==> src/rtl/lsu_pkg.sv <==
// Shared encodings and helpers for the load/store unit memory path.
package lsu_pkg;

  localparam logic [1:0] SZ_B = 2'd0;
  localparam logic [1:0] SZ_H = 2'd1;
  localparam logic [1:0] SZ_W = 2'd2;

  typedef enum logic [1:0] {
    IDLE = 2'd0,
    ACC0 = 2'd1,
    ACC1 = 2'd2,
    RESP = 2'd3
  } lsu_state_e;

  function automatic logic [31:0] expand_mask(input logic [3:0] be);
    logic [31:0] m;
    m = '0;
    for (int i = 0; i < 4; i++) begin
      m[8*i +: 8] = {8{be[i]}};
    end
    return m;
  endfunction

  // Byte enables for an access of the given size starting at lane 0.
  function automatic logic [3:0] size_to_be(input logic [1:0] size);
    logic [3:0] be;
    case (size)
      SZ_B:    be = 4'b0001;
      SZ_H:    be = 4'b0011;
      default: be = 4'b1111;
    endcase
    return be;
  endfunction

endpackage

==> src/rtl/lsu_load_align.sv <==
// Load data alignment: shift the captured word pair down to the access offset, truncate to size, then extend.
module lsu_load_align
  import lsu_pkg::*;
(
  input  logic [63:0] word_pair,
  input  logic [1:0]  offset,
  input  logic [1:0]  size,
  input  logic        is_unsigned,
  output logic [31:0] rdata
);

  logic [31:0] shifted;

  always_comb begin
    shifted = word_pair[{offset, 3'b000} +: 32];
    case (size)
      SZ_B:    rdata = {{24{~is_unsigned & shifted[7]}}, shifted[7:0]};
      SZ_H:    rdata = {{16{~is_unsigned & shifted[15]}}, shifted[15:0]};
      default: rdata = shifted;
    endcase
  end

endmodule

==> src/rtl/lsu_dmem_master.sv <==
// Load/store unit data-memory initiator: one request at a time against the 2R1W RAM port.
// Define LSU_MISALIGN_SPLIT_EN to split misaligned half/word accesses into two word accesses.
module lsu_dmem_master
  import lsu_pkg::*;
#(
  parameter int              XLEN      = 32,
  parameter logic [XLEN-1:0] ADDR_MASK = 32'hFFFF_FFFC
) (
  input  logic            clock,
  input  logic            reset,
  input  logic            req_valid,
  output logic            req_ready,
  input  logic            req_wen,
  input  logic [1:0]      req_size,
  input  logic            req_unsigned,
  input  logic [XLEN-1:0] req_addr,
  input  logic [XLEN-1:0] req_wdata,
  output logic            resp_valid,
  input  logic            resp_ready,
  output logic [XLEN-1:0] resp_rdata,
  output logic            resp_err,
  output logic            dmem_ren,
  output logic [XLEN-1:0] dmem_raddr,
  input  logic [XLEN-1:0] dmem_rdata,
  output logic            dmem_wen,
  output logic [XLEN-1:0] dmem_waddr,
  output logic [XLEN-1:0] dmem_wmask,
  output logic [XLEN-1:0] dmem_wdata
);

  lsu_state_e      state_q, state_d;
  logic            wen_q, wen_d;
  logic [1:0]      size_q, size_d;
  logic            unsigned_q, unsigned_d;
  logic [XLEN-1:0] addr_q, addr_d;
  logic [XLEN-1:0] wdata_q, wdata_d;
  logic [XLEN-1:0] rdata0_q, rdata0_d;
  logic            err_q, err_d;

  logic            req_err;
  logic [3:0]      be_lo;
  logic [31:0]     wdata_lo;
  logic [63:0]     load_pair;
  logic [31:0]     load_data;

`ifdef LSU_MISALIGN_SPLIT_EN
  logic [XLEN-1:0] rdata1_q, rdata1_d;
  logic [7:0]      be_wide;
  logic [63:0]     wdata_wide;
  logic [3:0]      be_hi;
  logic [31:0]     wdata_hi;
  logic            need_split;

  assign req_err    = (req_size == 2'd3);
  // Lanes that spill past byte 3 belong to the following word.
  assign be_wide    = {4'b0000, size_to_be(size_q)} << addr_q[1:0];
  assign wdata_wide = {32'b0, wdata_q} << {addr_q[1:0], 3'b000};
  assign be_lo      = be_wide[3:0];
  assign be_hi      = be_wide[7:4];
  assign wdata_lo   = wdata_wide[31:0];
  assign wdata_hi   = wdata_wide[63:32];
  assign need_split = |be_hi;
  assign load_pair  = {rdata1_q, rdata0_q};
`else
  logic misaligned;

  assign misaligned = ((req_size == SZ_H) && req_addr[0]) ||
                      ((req_size == SZ_W) && (req_addr[1:0] != 2'b00));
  assign req_err    = (req_size == 2'd3) || misaligned;
  assign be_lo      = size_to_be(size_q) << addr_q[1:0];
  assign wdata_lo   = wdata_q << {addr_q[1:0], 3'b000};
  assign load_pair  = {32'b0, rdata0_q};
`endif

  lsu_load_align u_load_align (
    .word_pair   (load_pair),
    .offset      (addr_q[1:0]),
    .size        (size_q),
    .is_unsigned (unsigned_q),
    .rdata       (load_data)
  );

  assign resp_err   = (state_q == RESP) && err_q;
  assign resp_rdata = ((state_q == RESP) && !err_q && !wen_q) ? load_data : '0;

  always_comb begin
    state_d    = state_q;
    wen_d      = wen_q;
    size_d     = size_q;
    unsigned_d = unsigned_q;
    addr_d     = addr_q;
    wdata_d    = wdata_q;
    rdata0_d   = rdata0_q;
    err_d      = err_q;
`ifdef LSU_MISALIGN_SPLIT_EN
    rdata1_d   = rdata1_q;
`endif
    req_ready  = 1'b0;
    resp_valid = 1'b0;
    dmem_ren   = 1'b0;
    dmem_wen   = 1'b0;
    dmem_raddr = '0;
    dmem_waddr = '0;
    dmem_wmask = '0;
    dmem_wdata = '0;

    case (state_q)
      IDLE: begin
        req_ready = 1'b1;
        if (req_valid) begin
          wen_d      = req_wen;
          size_d     = req_size;
          unsigned_d = req_unsigned;
          addr_d     = req_addr;
          wdata_d    = req_wdata;
          err_d      = req_err;
          state_d    = req_err ? RESP : ACC0;
        end
      end

      ACC0: begin
        if (wen_q) begin
          dmem_wen   = 1'b1;
          dmem_waddr = addr_q & ADDR_MASK;
          dmem_wmask = expand_mask(be_lo);
          dmem_wdata = wdata_lo;
        end else begin
          dmem_ren   = 1'b1;
          dmem_raddr = addr_q & ADDR_MASK;
          rdata0_d   = dmem_rdata;
        end
        state_d = RESP;
`ifdef LSU_MISALIGN_SPLIT_EN
        if (need_split) state_d = ACC1;
`endif
      end

      ACC1: begin
`ifdef LSU_MISALIGN_SPLIT_EN
        if (wen_q) begin
          dmem_wen   = 1'b1;
          dmem_waddr = (addr_q & ADDR_MASK) + 32'd4;
          dmem_wmask = expand_mask(be_hi);
          dmem_wdata = wdata_hi;
        end else begin
          dmem_ren   = 1'b1;
          dmem_raddr = (addr_q & ADDR_MASK) + 32'd4;
          rdata1_d   = dmem_rdata;
        end
        state_d = RESP;
`else
        state_d = IDLE;
`endif
      end

      RESP: begin
        resp_valid = 1'b1;
        if (resp_ready) state_d = IDLE;
      end

      default: state_d = IDLE;
    endcase
  end

  always_ff @(posedge clock or negedge reset) begin
    if (!reset) begin
      state_q    <= IDLE;
      wen_q      <= 1'b0;
      size_q     <= 2'd0;
      unsigned_q <= 1'b0;
      addr_q     <= '0;
      wdata_q    <= '0;
      rdata0_q   <= '0;
      err_q      <= 1'b0;
`ifdef LSU_MISALIGN_SPLIT_EN
      rdata1_q   <= '0;
`endif
    end else begin
      state_q    <= state_d;
      wen_q      <= wen_d;
      size_q     <= size_d;
      unsigned_q <= unsigned_d;
      addr_q     <= addr_d;
      wdata_q    <= wdata_d;
      rdata0_q   <= rdata0_d;
      err_q      <= err_d;
`ifdef LSU_MISALIGN_SPLIT_EN
      rdata1_q   <= rdata1_d;
`endif
    end
  end

endmodule

==> config.mk <==
export PLATFORM = sky130hd
export DESIGN_NAME = lsu_dmem_master
export DESIGN_NICKNAME = d
export VERILOG_FILES = /design/src/rtl/lsu_pkg.sv /design/src/rtl/lsu_load_align.sv /design/src/rtl/lsu_dmem_master.sv
export SDC_FILE = /design/constraint.sdc
export NUM_CORES = 1
export LEC_CHECK = 0
export ABC_AREA = 0
export CAP_MARGIN = 15
export CELL_PAD_IN_SITES_DETAIL_PLACEMENT = 0
export CELL_PAD_IN_SITES_GLOBAL_PLACEMENT = 1
export CORE_ASPECT_RATIO = 1.5
export CORE_UTILIZATION = 28
export DETAILED_ROUTE_END_ITERATION = 7
export HOLD_SLACK_MARGIN = 0.15
export PLACE_DENSITY_LB_ADDON = 0.1
export SLEW_MARGIN = 20
export SYNTH_ARGS = -nofsm -noshare
export SYNTH_HDL_FRONTEND = slang
export SYNTH_SLANG_ARGS = --single-unit
==> constraint.sdc <==
create_clock -name clock -period 1.9 [get_ports clock]
set_clock_uncertainty 0.15 [all_clocks]
set_input_delay 0.19 -clock clock [delete_from_list [all_inputs] [get_ports clock]]
set_output_delay 0.19 -clock clock [all_outputs]
set_load 0.005 [all_outputs]
==> out/metrics.yaml, run 1 <==
status: "finished, violations left"
violations: "negative setup slack"
slew_viol_final: 0
gp_congestion: 0.845
synth_cell_types: 37
routedWlPerCell_um: 19.5
cts-buffers-inserted: 9
die-height_um: 180
ir_worst_vdd_uv: 735
numPortBuffers: 264
fin_area_um2: 12000
setup_viol: 258
cap_violations: 0
cp.required_ns: 1.56
grt_pass1_vias: 5952
drc: 0
critPathArrivalTime_ns: 2.04
hold_viol_final: 0
rsz0062_at_grt: "yes"
dieArea_um2: 21800
routed_wl_um: 23500
crit_fanout: 5
syn_avg_cell_area_um2: 10.8
clock_tree.root_cell: "clkbuf_16"
clockBufferDepth: 2
path_class: "flop to output port"
nNetsFinal: 1036
max_slew.worst_pin.slew_ns: 0.522
fmax_mhz: 421
syn-cell-area_um2: 5920
yosys_warnings: 0
vias_per_cell: 4.72
vias: 5671
placed_area_um2: 9100
syn_inst: 551
start_util_pct: 28.8
hp-class: "input port to async pin"
core_um2: 20600
grt_pass1_wl_um: 33900
firstDrtPassIters: 4
clock-sinks: 103
dp_slack_ns: -0.367
antenna_found_initial: 2
drive_gt1_share_pct: 63.0
p_leak_nw: 5.62
die_w_um: 121
period_needed_ns: 2.38
h-tree-depth: 3
ys_ff_latch: 103
power.density_nw_per_um2: 1650
finalWorstSetupSlack_ns: -0.475
grt.overflow.total: 0
insertion_delay_ns: 0.35
drt_iter0_markers: 151
cts_tree: "yes"
syn2layout_area_growth_pct: 103
grt_usage_pct: 20.6
r2r_slack_ns: -0.30
grt_max_degree: 38
end_kind: "output port"
start_kind: "flop"
fin_crit_sh_pct: 125
ant_nets: 0
rows: 64
seq_area_frac_synth_pct: 43.5
dp_hpwl_um: 13800
clk_pin_slew_worst_paths_ns: 0.07
slew_headroom_pct: 65.2
ios: 269
[what timing repair did]
action / in CTS / in global routing
gates resized for setup: 730 / 339
hold buffers: 2 / 0
endpoints found under the hold margin: 103 / 0
pin swaps: 61 / 33
setup buffers: 61 / 46
endpoints found under the setup margin: 250 / 248
cloned: 18 / 6
[through the flow]
step	hold slack (ns)	util [%]	setup TNS, ns	power (W)	cells
6_report	0.240	58.4	-61.47	0.0199	1202
5_1_grt	0.269	58.4	-79.52	0.0210	1202
4_1_cts	0.238	52.7	-53.42	0.0173	1167
3_5_place_dp	-0.0171	44.2	-29.49	0.0118	1072
3_3_place_gp	-0.0224	44.2	-23.56	0.0117	1072
2_1_floorplan	-0.256	-	0	0.00804	554
[power by group]
part | total [W] | switching [W] | internal (W)
clock network | 0.00222 | 0.000915 | 0.00131
registers | 0.00448 | 0.00114 | 0.00334
logic | 0.0132 | 0.00483 | 0.00834
[flip-flops by register name (all words and copies together) (netlist names)]
signal,count
addr_q,32
err_q,1
rdata0_q,32
size_q,2
state_q,2
unsigned_q,1
wdata_q,32
wen_q,1
[path summary, 6_finish.rpt]
path / cells after the start / endpoint / from
worst min register to register: 1 / wdata_q[30] / wdata_q[30]
worst min-delay path: 3 / rdata0_q[18] / reset
worst max-delay path: 7 / resp_rdata[14] / addr_q[1]
max in group asynchronous: 3 / rdata0_q[5] / reset
worst max register to register: 10 / size_q[0] / state_q[1]
min in group clock: 2 / addr_q[30] / req_addr[30]
[worst max-delay path, cell delays in order (launching register included)]
cell and delay [ns]:
dfrtp_2 0.43, buf_6 0.13, mux2i_2 0.15, or3b_1 0.37
a31o_4 0.28, buf_6 0.13, nor2_1 0.07, buf_2 0.12
[layout make-up]
cell class                      instances  area (µm²)
Fill cell                            1740        8560
Tap cell                              264         330
Clock inverter                          7         128
Sequential cell                       103        2580
Inverter                                3        16.3
Clock buffer                            9         225
Timing Repair Buffer                  438        4840
Antenna cell                            1        2.50
Multi-Input combinational cell        377        3890
[layout by cell type, fill, tap and decap left out, drive strengths merged]
cell type / instances
conb: 4
nand4bb: 1
xnor2: 1
and2: 70
bufbuf: 1
or3b: 1
bufinv: 3
clkinv: 3
diode: 1
o22ai: 1
nor3: 5
a21oi: 10
inv: 4
dlygate4sd3: 1
a31o: 1
mux2i: 24
mux2: 109
and3: 1
buf: 303
nand4b: 1
nor4: 1
nand2b: 1
nor3b: 1
clkdlybuf4s50: 102
dlygate4sd2: 5
a211oi: 41
o21ai: 4
nor2b: 16
nand3b: 1
nand2: 34
nor2: 48
clkbuf: 28
dlymetal6s2s: 7
o21a: 1
dfrtp: 103
[layer usage]
layer	routed length, µm	global-route usage (%)
met5	13	0
met1	9360	24.0
met4	386	6.27
met3	1260	4.65
met2	12400	37.1
[kinds of logic after synthesis]
logic type             synth area share, %
AO/OA/AOI/OAI                         6.82
XOR/XNOR                             0.148
buffers and inverters                 7.71
flip-flops                            43.5
multiplexers                          24.8
other                               0.0633
AND/OR/NAND/NOR                       16.9
[synth_stat cells (all sizes together)]
cell type	number	area, µm²
conb	1	3.75
nor4	1	12.5
nor3b	1	7.51
nand4b	1	8.76
dfrtp	103	2580
and3	1	6.26
nor2b	16	100
mux2	109	1230
mux2i	24	240
a211oi	41	308
o21a	1	7.51
nor3	5	47.5
buf	56	389
a31o	1	8.76
and2	70	438
nor2	48	183
nand4bb	1	11.3
nand2	34	153
nand3b	1	20.0
a21oi	10	50.1
or3b	1	8.76
o21ai	4	23.8
nand2b	1	6.26
clkbuf	15	56.3
xnor2	1	8.76
o22ai	1	6.26
inv	3	11.3
(Power assumes the default switching activity.)
==> run 2, diff against run 1 <==
CORE_MARGIN = 4   (was not set)
==> run 2 against run 1 <==
The run still ends with negative setup slack left. Sequential cell count unchanged. First-iteration DRC count down 6.0%. Power down 11%. Clock power down 12%. Via count down 3.2%. Clock-buffer cell count up 2. Largest power group unchanged. Highest routed layer unchanged.
==> out/metrics.yaml, run 2 (synthesized netlist as in run 1, its figures left out) <==
gp_congestion: 0.810  # -4.1%
cts-buffers-inserted: 9  # unchanged
rsz0062_at_grt: "yes"
clock_tree.root_cell: "clkbuf_16"
dp_hpwl_um: 14800  # +7.0%
clk_pin_slew_worst_paths_ns: 0.07  # about the same
instances_no_fill: 1193  # -0.75%
ant_nets: 0  # unchanged
final_common_cell: "buf_6"
dieArea_um2: 23600  # +8.5%
drt_iter0_markers: 142  # -6.0%
syn2layout_area_growth_pct: 89.9
clkPwrFrac_pct: 11.0  # -0.2 points
cpPeakStageDelay_ns: 0.48  # +0.05 ns
start_util_pct: 28.8  # unchanged
r2r_slack_ns: -0.06  # +0.24 ns
insertion_delay_ns: 0.34  # about the same
clock-sinks: 103  # unchanged
antennaDiodeCount: 0  # -1
status: "finished, violations left"
finalWorstSetupSlack_ns: -0.580  # -0.105 ns
critPathArrivalTime_ns: 2.14  # +0.10 ns
p_leak_nw: 5.31  # -5.5%
drc: 0  # unchanged
nNetsFinal: 1028  # -0.77%
antenna_found_initial: 2  # unchanged
placedCellCount: 1072  # unchanged
core_um2: 20600  # unchanged
final_cell_mix: "125 x buf_6, 102 x clkdlybuf4s50_1, 101 x dfrtp_1, 99 x mux2_1, 72 x buf_4"
seqPwrFrac_pct: 24.8  # +2.3 points
tns_ns: -34.63  # +26.83 ns
firstDrtPassIters: 4  # unchanged
die_w_um: 127  # +5.0%
slew_viol_final: 0  # unchanged
die-height_um: 186  # +3.3%
p_int_w: 0.0113  # -13%
clockBufferDepth: 2  # unchanged
routedWlPerCell_um: 18.7  # -4.4%
violations: "negative setup slack"
hp-class: "input port to async pin"
vias: 5489  # -3.2%
cp_slowest_cell: "dfrtp_2"
grt.overflow.total: 0  # unchanged
path_cells: "mux2i_2 > buf_4 > or3b_4 > a31o_4 > buf_8 > nor2_1 > buf_2"
rows: 64  # unchanged
path_class: "flop to output port"
end_kind: "output port"
grt_pass1_vias: 5609  # -5.8%
numPortBuffers: 264  # unchanged
vias_per_cell: 4.60  # -2.5%
power.density_nw_per_um2: 1570  # -4.8%
power_frac_comb_pct: 64.2  # -2.1 points
ir_worst_vdd_uv: 711  # -3.3%
setup_viol: 209  # -19%
p_sw_share_pct: 36.4  # +1.8 points
p_switching_w: 0.00645  # -6.2%
top_regs: "addr_q (32), rdata0_q (32), wdata_q (32)"
cts_tree: "yes"
routed_wl_um: 22300  # -5.1%
period_needed_ns: 2.48  # +0.105 ns
crit_fanout: 5  # unchanged
grt_max_degree: 37  # -2.6%
drive_gt1_share_pct: 53.7  # -9.3 points
grt_pass1_wl_um: 30900  # -8.9%
grt_usage_pct: 16.7  # -4.0 points
start_kind: "flop"
cap_violations: 0  # unchanged
ios: 269  # unchanged
fin_crit_sh_pct: 131  # +5.5 points
cp.required_ns: 1.56  # about the same
hold_viol_final: 0  # unchanged
h-tree-depth: 3  # unchanged
fmax_mhz: 403  # -4.2%
## run 2: changes by cell type in the layout (fill, tap and decap cells not counted), moves of 9 or more
cell	before	now
clkbuf_2	14	29
mux2_1	15	99
buf_4	50	72
mux2_4	86	2
buf_6	160	125
and2_4	64	54
dlymetal6s2s_1	7	16
and2_1	6	16
a211oi_1	22	13
## run 2: routing by layer
layer / GRT usage (%) / part of all wire [%] / vias to the layer above
met5: 0 / 0.099 / -
met4: 5.54 / 1.5 / 4
met3: 5.23 / 6.6 / 24
met2: 29.7 / 54 / 179
met1: 19.0 / 37 / 2684
li1: - / - / 2598
## run 2: path summary, 6_finish.rpt
kind,cells past startpoint,end,startpoint
worst max-delay path,7,resp_rdata[14],addr_q[1]
worst max register to register,7,wdata_q[24],state_q[1]
min in group clock,2,wdata_q[21],req_wdata[21]
worst min-delay path,2,addr_q[24],reset
worst min register to register,1,wdata_q[28],wdata_q[28]
max in group asynchronous,3,rdata0_q[29],reset
## run 2: cell type report
cell class,count,area [µm²]
clock buffers,11,243
fillers,1780,9330
inverters,3,13.8
clock inverters,5,66.3
multi-input cells,377,3610
well taps,264,330
repair buffers,430,4410
flip-flops and latches,103,2580
## run 2: power by group through the flow
stage | clock network, W | logic (W) | registers (W)
4_1_cts | 0.00204 | 0.00849 | 0.00424
3_5_place_dp | 0 | 0.00749 | 0.00421
2_1_floorplan | 0 | 0.00415 | 0.00390
6_report | 0.00195 | 0.0114 | 0.00438
3_3_place_gp | 0 | 0.00742 | 0.00419
5_1_grt | 0.00211 | 0.0122 | 0.00455
## run 2: metrics by stage
stage          hold WS (ns)  area, µm²  total power [W]  utilization (%)  setup slack (ns)
6_report              0.169      11200           0.0177             54.7            -0.580
5_1_grt               0.224      11200           0.0189             54.7            -0.643
4_1_cts               0.180       9880           0.0148             48.0            -0.556
3_5_place_dp         0.0278       9080           0.0117             44.1            -0.352
3_3_place_gp         0.0334       9080           0.0116             44.1            -0.372
2_1_floorplan        -0.256       5950          0.00804                -            0.0110
## run 2: worst max-delay path: cells and delay by family (launching register included)
family | cells | cell delay, ns
buffers and inverters | 3 | 0.40
AO/OA/AOI/OAI | 1 | 0.27
flip-flops | 1 | 0.48
multiplexers | 1 | 0.19
AND/OR/NAND/NOR | 2 | 0.45
## run 2: what timing repair did
item	CTS	global route
pin swaps	32	44
gates cloned	5	8
endpoints found under the setup margin	160	193
hold buffers	1	0
gates resized for setup	395	479
setup buffers	26	75
endpoints found under the hold margin	103	0
